**src/rtl/angle_frame_tx.sv**
```systemverilog
// Attitude frame transmitter: scales pitch/yaw to centidegrees and streams an
// 8-byte frame (header, id, angles, checksum) into a UART TX byte engine.
module angle_frame_tx #(
    parameter logic [7:0]  HDR0       = 8'hA5,
    parameter logic [7:0]  HDR1       = 8'h5A,
    parameter logic [7:0]  FRAME_ID   = 8'h53,
    parameter int unsigned GAP_CYCLES = 16
) (
    input  logic       clk,
    input  logic       rst,
    input  logic       send_req,
    input  logic [7:0] pitch_deg,
    input  logic [7:0] yaw_deg,
    input  logic       tx_busy,
    input  logic       tx_done,
    output logic [7:0] tx_data,
    output logic       tx_start,
    output logic       busy,
    output logic       frame_done
);

    typedef enum logic [2:0] {
        S_IDLE = 3'd0,
        S_LOAD = 3'd1,
        S_ARM  = 3'd2,
        S_WAIT = 3'd3,
        S_GAP  = 3'd4
    } state_t;

    localparam logic [15:0] GAP_LAST = (GAP_CYCLES == 32'd0) ? 16'd0 : 16'(GAP_CYCLES - 32'd1);

    // x*100 as shift-and-add on the sign-extended angle; range fits 16 bits
    function automatic logic [15:0] scale100(input logic [7:0] deg);
        logic [15:0] x;
        x = {{8{deg[7]}}, deg};
        return (x << 4'd6) + (x << 4'd5) + (x << 4'd2);
    endfunction

    function automatic logic [7:0] frame_sum(input logic [15:0] p, input logic [15:0] y);
        return HDR0 + HDR1 + FRAME_ID + p[15:8] + p[7:0] + y[15:8] + y[7:0];
    endfunction

    state_t      state_r;
    logic [2:0]  idx_r;
    logic [7:0]  pitch_r;
    logic [7:0]  yaw_r;
    logic [15:0] p_r;
    logic [15:0] y_r;
    logic [7:0]  chk_r;
    logic [15:0] gap_cnt_r;

    logic [15:0] p_s;
    logic [15:0] y_s;
    logic [7:0]  chk_s;
    logic [2:0]  next_idx_s;
    logic [7:0]  next_byte_s;

    // Scaled angles and checksum derived from the request snapshot
    always_comb begin
        p_s   = scale100(pitch_r);
        y_s   = scale100(yaw_r);
        chk_s = frame_sum(p_s, y_s);
    end

    // Byte that follows the one currently held on tx_data
    always_comb begin
        next_idx_s = idx_r + 3'd1;
        case (next_idx_s)
            3'd0:    next_byte_s = HDR0;
            3'd1:    next_byte_s = HDR1;
            3'd2:    next_byte_s = FRAME_ID;
            3'd3:    next_byte_s = p_r[15:8];
            3'd4:    next_byte_s = p_r[7:0];
            3'd5:    next_byte_s = y_r[15:8];
            3'd6:    next_byte_s = y_r[7:0];
            3'd7:    next_byte_s = chk_r;
            default: next_byte_s = 8'h00;
        endcase
    end

    // Load strobe: issued straight from ARM so byte 0 leaves two cycles after accept
    always_comb begin
        if ((state_r == S_ARM) && !tx_busy) begin
            tx_start = 1'b1;
        end else begin
            tx_start = 1'b0;
        end
    end

    // Frame sequencer with registered data, busy and completion outputs
    always_ff @(posedge clk or posedge rst) begin
        if (rst) begin
            state_r    <= S_IDLE;
            idx_r      <= 3'd0;
            pitch_r    <= 8'd0;
            yaw_r      <= 8'd0;
            p_r        <= 16'd0;
            y_r        <= 16'd0;
            chk_r      <= 8'd0;
            gap_cnt_r  <= 16'd0;
            tx_data    <= 8'd0;
            busy       <= 1'b0;
            frame_done <= 1'b0;
        end else begin
            frame_done <= 1'b0;
            case (state_r)
                S_IDLE: begin
                    if (send_req) begin
                        pitch_r <= pitch_deg;
                        yaw_r   <= yaw_deg;
                        busy    <= 1'b1;
                        state_r <= S_LOAD;
                    end
                end
                S_LOAD: begin
                    p_r     <= p_s;
                    y_r     <= y_s;
                    chk_r   <= chk_s;
                    idx_r   <= 3'd0;
                    tx_data <= HDR0;
                    state_r <= S_ARM;
                end
                S_ARM: begin
                    if (!tx_busy) begin
                        state_r <= S_WAIT;
                    end
                end
                S_WAIT: begin
                    if (tx_done) begin
                        if (idx_r != 3'd7) begin
                            idx_r   <= next_idx_s;
                            tx_data <= next_byte_s;
                            state_r <= S_ARM;
                        end else begin
                            frame_done <= 1'b1;
                            gap_cnt_r  <= 16'd0;
                            if (GAP_CYCLES == 32'd0) begin
                                busy    <= 1'b0;
                                state_r <= S_IDLE;
                            end else begin
                                state_r <= S_GAP;
                            end
                        end
                    end
                end
                S_GAP: begin
                    if (gap_cnt_r == GAP_LAST) begin
                        busy    <= 1'b0;
                        state_r <= S_IDLE;
                    end else begin
                        gap_cnt_r <= gap_cnt_r + 16'd1;
                    end
                end
                default: begin
                    busy    <= 1'b0;
                    state_r <= S_IDLE;
                end
            endcase
        end
    end

endmodule

```
**config.mk**
```make
export PLATFORM = sky130hd
export DESIGN_NAME = angle_frame_tx
export DESIGN_NICKNAME = d
export VERILOG_FILES = /design/src/rtl/angle_frame_tx.sv
export SDC_FILE = /design/constraint.sdc
export NUM_CORES = 1
export LEC_CHECK = 0
export ABC_AREA = 0
export BUFFER_PORTS_ARGS = -buffer_cell sky130_fd_sc_hd__buf_2
export CELL_PAD_IN_SITES_DETAIL_PLACEMENT = 0
export CELL_PAD_IN_SITES_GLOBAL_PLACEMENT = 1
export CORE_MARGIN = 10
export CORE_UTILIZATION = 35
export CTS_CLUSTER_SIZE = 12
export DETAILED_ROUTE_END_ITERATION = 16
export GPL_TIMING_DRIVEN = 0
export HOLD_SLACK_MARGIN = 0.06
export PLACE_DENSITY_LB_ADDON = 0.1
export SYNTH_ARGS = -nofsm -noshare
export SYNTH_HDL_FRONTEND = slang
export SYNTH_SLANG_ARGS = --single-unit
export TNS_END_PERCENT = 30
```
**constraint.sdc**
```tcl
create_clock -name clk -period 5.31 [get_ports clk]
set_clock_uncertainty 0.1 [all_clocks]
set_input_delay 1.062 -clock clk [delete_from_list [all_inputs] [get_ports clk]]
set_output_delay 1.062 -clock clk [all_outputs]
set_load 0.005 [all_outputs]
```
== Word level (Yosys, flattened, before mapping) ==
Cells that the tools add are included.
Word-level totals
  register bits: 88
  bits of input ports: 21
  output and inout bits: 11
Cells by class
  multiplexer cells: 24
  equality and inequality tests: 20
  add/subtract/negate cells: 10
  bitwise operators: 1
  reductions and logical operators: 12
Operators by type and width (count)
  $pmux 8 s8: 1
  $mux 16: 3
  $add 15x10->16: 2
  $pmux 16 s2: 1
  $add 14x13->15: 2
  $add 8x8->8: 3
  $mux 3: 7
  $add 16x1->16 const B: 1
  $eq 16x4->1 const B: 1
  $mux 8: 2
  $pmux 8 s2: 1
  $eq 3x3->1 const B: 5
  $pmux 3 s5: 1
  $ne 2x2->1 const B: 7
  $eq 3x2->1 const B: 4
  $add 7x8->8 const A: 1
  $reduce_and 4->1: 2
  $eq 3x1->1 const B: 2
  $logic_not 3->1: 2
  $mux 1: 6
  $pmux 3 s2: 1
  $reduce_and 3->1: 2
  $reduce_bool 2->1: 2
  $add 3x1->3 const B: 1
  7 further kinds: 7

== Depth between registers and ports, before layout ==
  depth in word-level cells: 6
  gate-level depth with buffers: 20
  depth with buffers taken out: 20

== Worst setup path before layout ==
OpenSTA, ideal clock, no wires.
  path kind: register to register
  start point: register pitch_r[4]
  end point: register chk_r[7]
  arrival: 4.644 ns
  stages on the path, launching flop included: 21
  library setup time: 0.083 ns
  path buffers: 0
  path slack: 0.483 ns
  cell sequence: dfrtp_1 inv_1 fa_1 inv_1 ha_1 fa_1 a21oi_1 o21bai_1 a2111oi_0 a311oi_1 ha_1 inv_1 fa_1 inv_1 fa_1 inv_1 ha_1 a31oi_1 o21ai_0 xnor2_1 o21ai_0
Between the ends
  cells in the longest elaborated chain, start to end: 6
Ends and longest elaborated chain
  from (decl): RTL line 45  | logic [7:0] pitch_r;
  from (signal assigned): RTL line 109  | pitch_r <= pitch_deg;
  $add 14x13->15: RTL line 36  | return (x << 4'd6) + (x << 4'd5) + (x << 4'd2);
  $add 15x10->16 *: RTL line 36
  $add 7x8->8: RTL line 40  | return HDR0 + HDR1 + FRAME_ID + p[15:8] + p[7:0] + y[15:8] + y[7:0];
  $add 8x8->8 * (3 in a row): RTL line 40
  to (signal assigned): RTL line 118  | chk_r <= chk_s;
  to (decl): RTL line 49  | logic [7:0] chk_r;
Every way passes the cells marked *; elsewhere a longest branch is shown, timed or not.
A chain may end at the register's enable or synchronous reset.

== Worst setup path in the final report ==
  start point: register pitch_r[0]
  end point: register chk_r[7]
The elaborated chain is that of the path after synthesis.

==> results.sh <==
export IMPL_outcome="completed"
export IMPL_synth_most_common_cell="nand2_1"
export IMPL_critPathTopFamily="adder cells"
export IMPL_cts_buffers=9
export IMPL_clock_sinks=82
export IMPL_drtAntennaViolNets=0
export IMPL_dieArea_um2=19410
export IMPL_ys_warn_count=0
export IMPL_worst_pin_slew_ns=0.6088
export IMPL_routabilityCongestion=0.7748
export IMPL_slowest_delay_ns=0.50
export IMPL_met2_length_um=5743
export IMPL_die_height_um=139.3
export IMPL_synth_largest_area_cell="dfrtp_1"
export IMPL_drt_wl_total_um=12350
export IMPL_slew_headroom=0.5912
export IMPL_synth_edf_count=0
export IMPL_crit_slowest_cell="fa_1"
export IMPL_grt_setup_unrepaired="no"
export IMPL_cp_required_ns=5.44
export IMPL_finalHoldViolCount=0
export IMPL_async_flop_share=1.000
export IMPL_cts_tree="done"
export IMPL_ioPinCount=32
export IMPL_slew_viol_final=0
export IMPL_synth_seq_cells=82
export IMPL_initial_core_util=0.3576
export IMPL_drtIter0Drc=155
export IMPL_port_buffers=31
export IMPL_n_fill_cell=1393
export IMPL_wl_met1_um=6079
export IMPL_via_count=3556
export IMPL_placeableCoreArea_um2=13930
export IMPL_diodes=0
export IMPL_worst_skew_pair_late_latency_ns=0.35
export IMPL_synth_top_cell_area_share=0.4117
export IMPL_ys_seq_area_frac=0.4117
export IMPL_dr_wl_met3_um=384
export IMPL_dp_hpwl_um=9481
export IMPL_htree_num_levels=3
export IMPL_areaGrowthSynthToFinish_pct=15.29
export IMPL_overflow=0
export IMPL_synthFlopType="dfrtp_1"
export IMPL_via_per_inst=4.905
export IMPL_fin_crit_sh=0.9541
export IMPL_worstHoldPathType="flip-flop to flip-flop"
export IMPL_finalSetupTns_ns=0
export IMPL_syn_area_um2=4984
export IMPL_dr_pass1_iters=5
export IMPL_fin_nets=619
export IMPL_critPathBufInv=5
export IMPL_grt_usage=0.1299
export IMPL_cp_max_fo=4
export IMPL_synth_area_top_cells="dfrtp_1 (41%), fa_1 (10%), ha_1 (8.3%), nand2_1 (6.8%), o21ai_0 (3.8%)"
export IMPL_num_rows=43
export IMPL_post_drt_wl_per_cell_um=17.04
export IMPL_drive_gt1_frac=0.1596
export IMPL_min_period_ns=5.066
export IMPL_path_cells="inv_2 > fa_1 > inv_1 > ha_1 > fa_1 > a21oi_2 > o21bai_2 > a2111oi_4 > a311oi_4 > ha_1 > inv_1 > fa_1 > inv_1 > fa_1 > inv_1 > ha_1 > a31oi_4 > o21ai_1 > xnor2_1 > o21ai_0"
export IMPL_drcViolationCount=0
export IMPL_clk_path_buf_depth=2
export IMPL_root_buffer="clkbuf_16"
export IMPL_synth_common_cells="nand2_1 (90), dfrtp_1 (82), o21ai_0 (38)"
export IMPL_critPathLaunchType="flip-flop"
export IMPL_syn_nets=574
export IMPL_finalSetupViolations=0
export IMPL_cap_violations=0
export IMPL_worst_endpoint_arrival_ns=5.19
export IMPL_top_layer="met4"
export IMPL_grt_pass1_vias=3769
export IMPL_synthDistinctLibCells=50
export IMPL_synthCells=495
export IMPL_grt_first_pass_wirelength_um=20210
export IMPL_syn_area_per_cell_um2=10.07
export IMPL_max_freq_mhz=197.4
export IMPL_antenna_found_initial=0
export IMPL_grt_max_degree=68
export IMPL_clkTransAtPathRegs_ns=0.06
export IMPL_die_w_um=139.3
export IMPL_critPathKind="flip-flop to flip-flop"
export IMPL_hold_buffers=0
export IMPL_end_kind="flip-flop"
what timing repair did:
action	in CTS	in global routing
pin swaps	0	2
endpoints found under the setup margin	3	3
gates resized for setup	5	8
setup buffers	2	0
area by class of cell:
| type | count | area, um2 | share of cell area |
|---|---|---|---|
| flip-flops and latches | 82 | 2052 | 0.3571 |
| repair buffers | 34 | 197.7 | 0.03441 |
| multi-input cells | 362 | 2783 | 0.4843 |
| clock inverters | 7 | 43.79 | 0.007622 |
| plain buffers | 19 | 96.34 | 0.01677 |
| inverters | 32 | 122.6 | 0.02134 |
| well taps | 180 | 225.2 | 0.03920 |
| clock buffers | 9 | 225.2 | 0.03920 |
registers in the layout, indices dropped and copies added (netlist names), 8 cells and up:
signal and flops:
chk_r 8, gap_cnt_r 16, p_r 13, pitch_r 8, tx_data 8, y_r 13, yaw_r 8
worst reg2reg max path, cell delays in order (launching register included):
cell and delay [ns]:
dfrtp_1 0.36, inv_2 0.09, fa_1 0.50, inv_1 0.04, ha_1 0.21, fa_1 0.43, a21oi_2 0.18, o21bai_2 0.11
a2111oi_4 0.36, a311oi_4 0.11, ha_1 0.30, inv_1 0.05, fa_1 0.50, inv_1 0.06, fa_1 0.50, inv_1 0.05
ha_1 0.35, a31oi_4 0.20, o21ai_1 0.12, xnor2_1 0.21, o21ai_0 0.11
stage by stage:
stage / instance area, um2 / setup WS [ns] / instances / hold slack [ns] / util
2_1_floorplan: 4984 / 0.4832 / 495 / 0.3401 / -
3_3_place_gp: 5364 / -0.2710 / 706 / 0.3569 / 0.3849
3_5_place_dp: 5394 / -0.2929 / 707 / 0.3583 / 0.3871
4_1_cts: 5705 / 0.02635 / 725 / 0.3758 / 0.4094
5_1_grt: 5746 / 0.01542 / 725 / 0.3978 / 0.4123
6_report: 5746 / 0.2435 / 725 / 0.3676 / 0.4123
layout by cell type (no fill, tap or decap), types with 14 or more instances in the layout:
cell	instances
xor2_1	17
nor2_1	32
a21oi_1	14
fa_1	25
buf_2	36
dfrtp_1	82
mux2_2	15
o21ai_0	37
inv_1	30
nand2_1	90
ha_1	33
path summary, 6_finish.rpt:
check / start / endpoint / slack (ns) / cells past startpoint
setup / recovery: pitch_r[0]$_DFFE_PP0P_ / chk_r[7]$_DFFE_PP0P_ / 0.24 / 20
hold / removal: chk_r[0]$_DFFE_PP0P_ / chk_r[0]$_DFFE_PP0P_ / 0.37 / 2
setup reg to reg: pitch_r[0]$_DFFE_PP0P_ / chk_r[7]$_DFFE_PP0P_ / 0.24 / 20
hold reg to reg: chk_r[0]$_DFFE_PP0P_ / chk_r[0]$_DFFE_PP0P_ / 0.37 / 2
max in group asynchronous: rst / y_r[8]$_DFFE_PP0P_ / 3.97 / 3
min in group asynchronous: rst / pitch_r[7]$_DFFE_PP0P_ / 0.54 / 2
kinds of logic (layout without fill, tap and decap cells):
group | after synthesis | count (layout) | share of synthesized area
AO/OA/AOI/OAI | 94 | 94 | 0.1188
XOR/XNOR | 30 | 30 | 0.05272
buffers and inverters | 51 | 101 | 0.04344
adder cells (fa/ha/maj) | 58 | 58 | 0.1833
multiplexers | 17 | 17 | 0.03791
AND/OR/NAND/NOR | 163 | 163 | 0.1522
flip-flops | 82 | 82 | 0.4118
routing by layer:
layer  up-vias  track usage
li1       1780            -
met4         0      0.03789
met5         -            0
met1      1715       0.1759
met2        48       0.2011
met3        13      0.03028
Power is not shown: default switching activity piles up to over one toggle a cycle in this logic, so the estimate is an artifact.
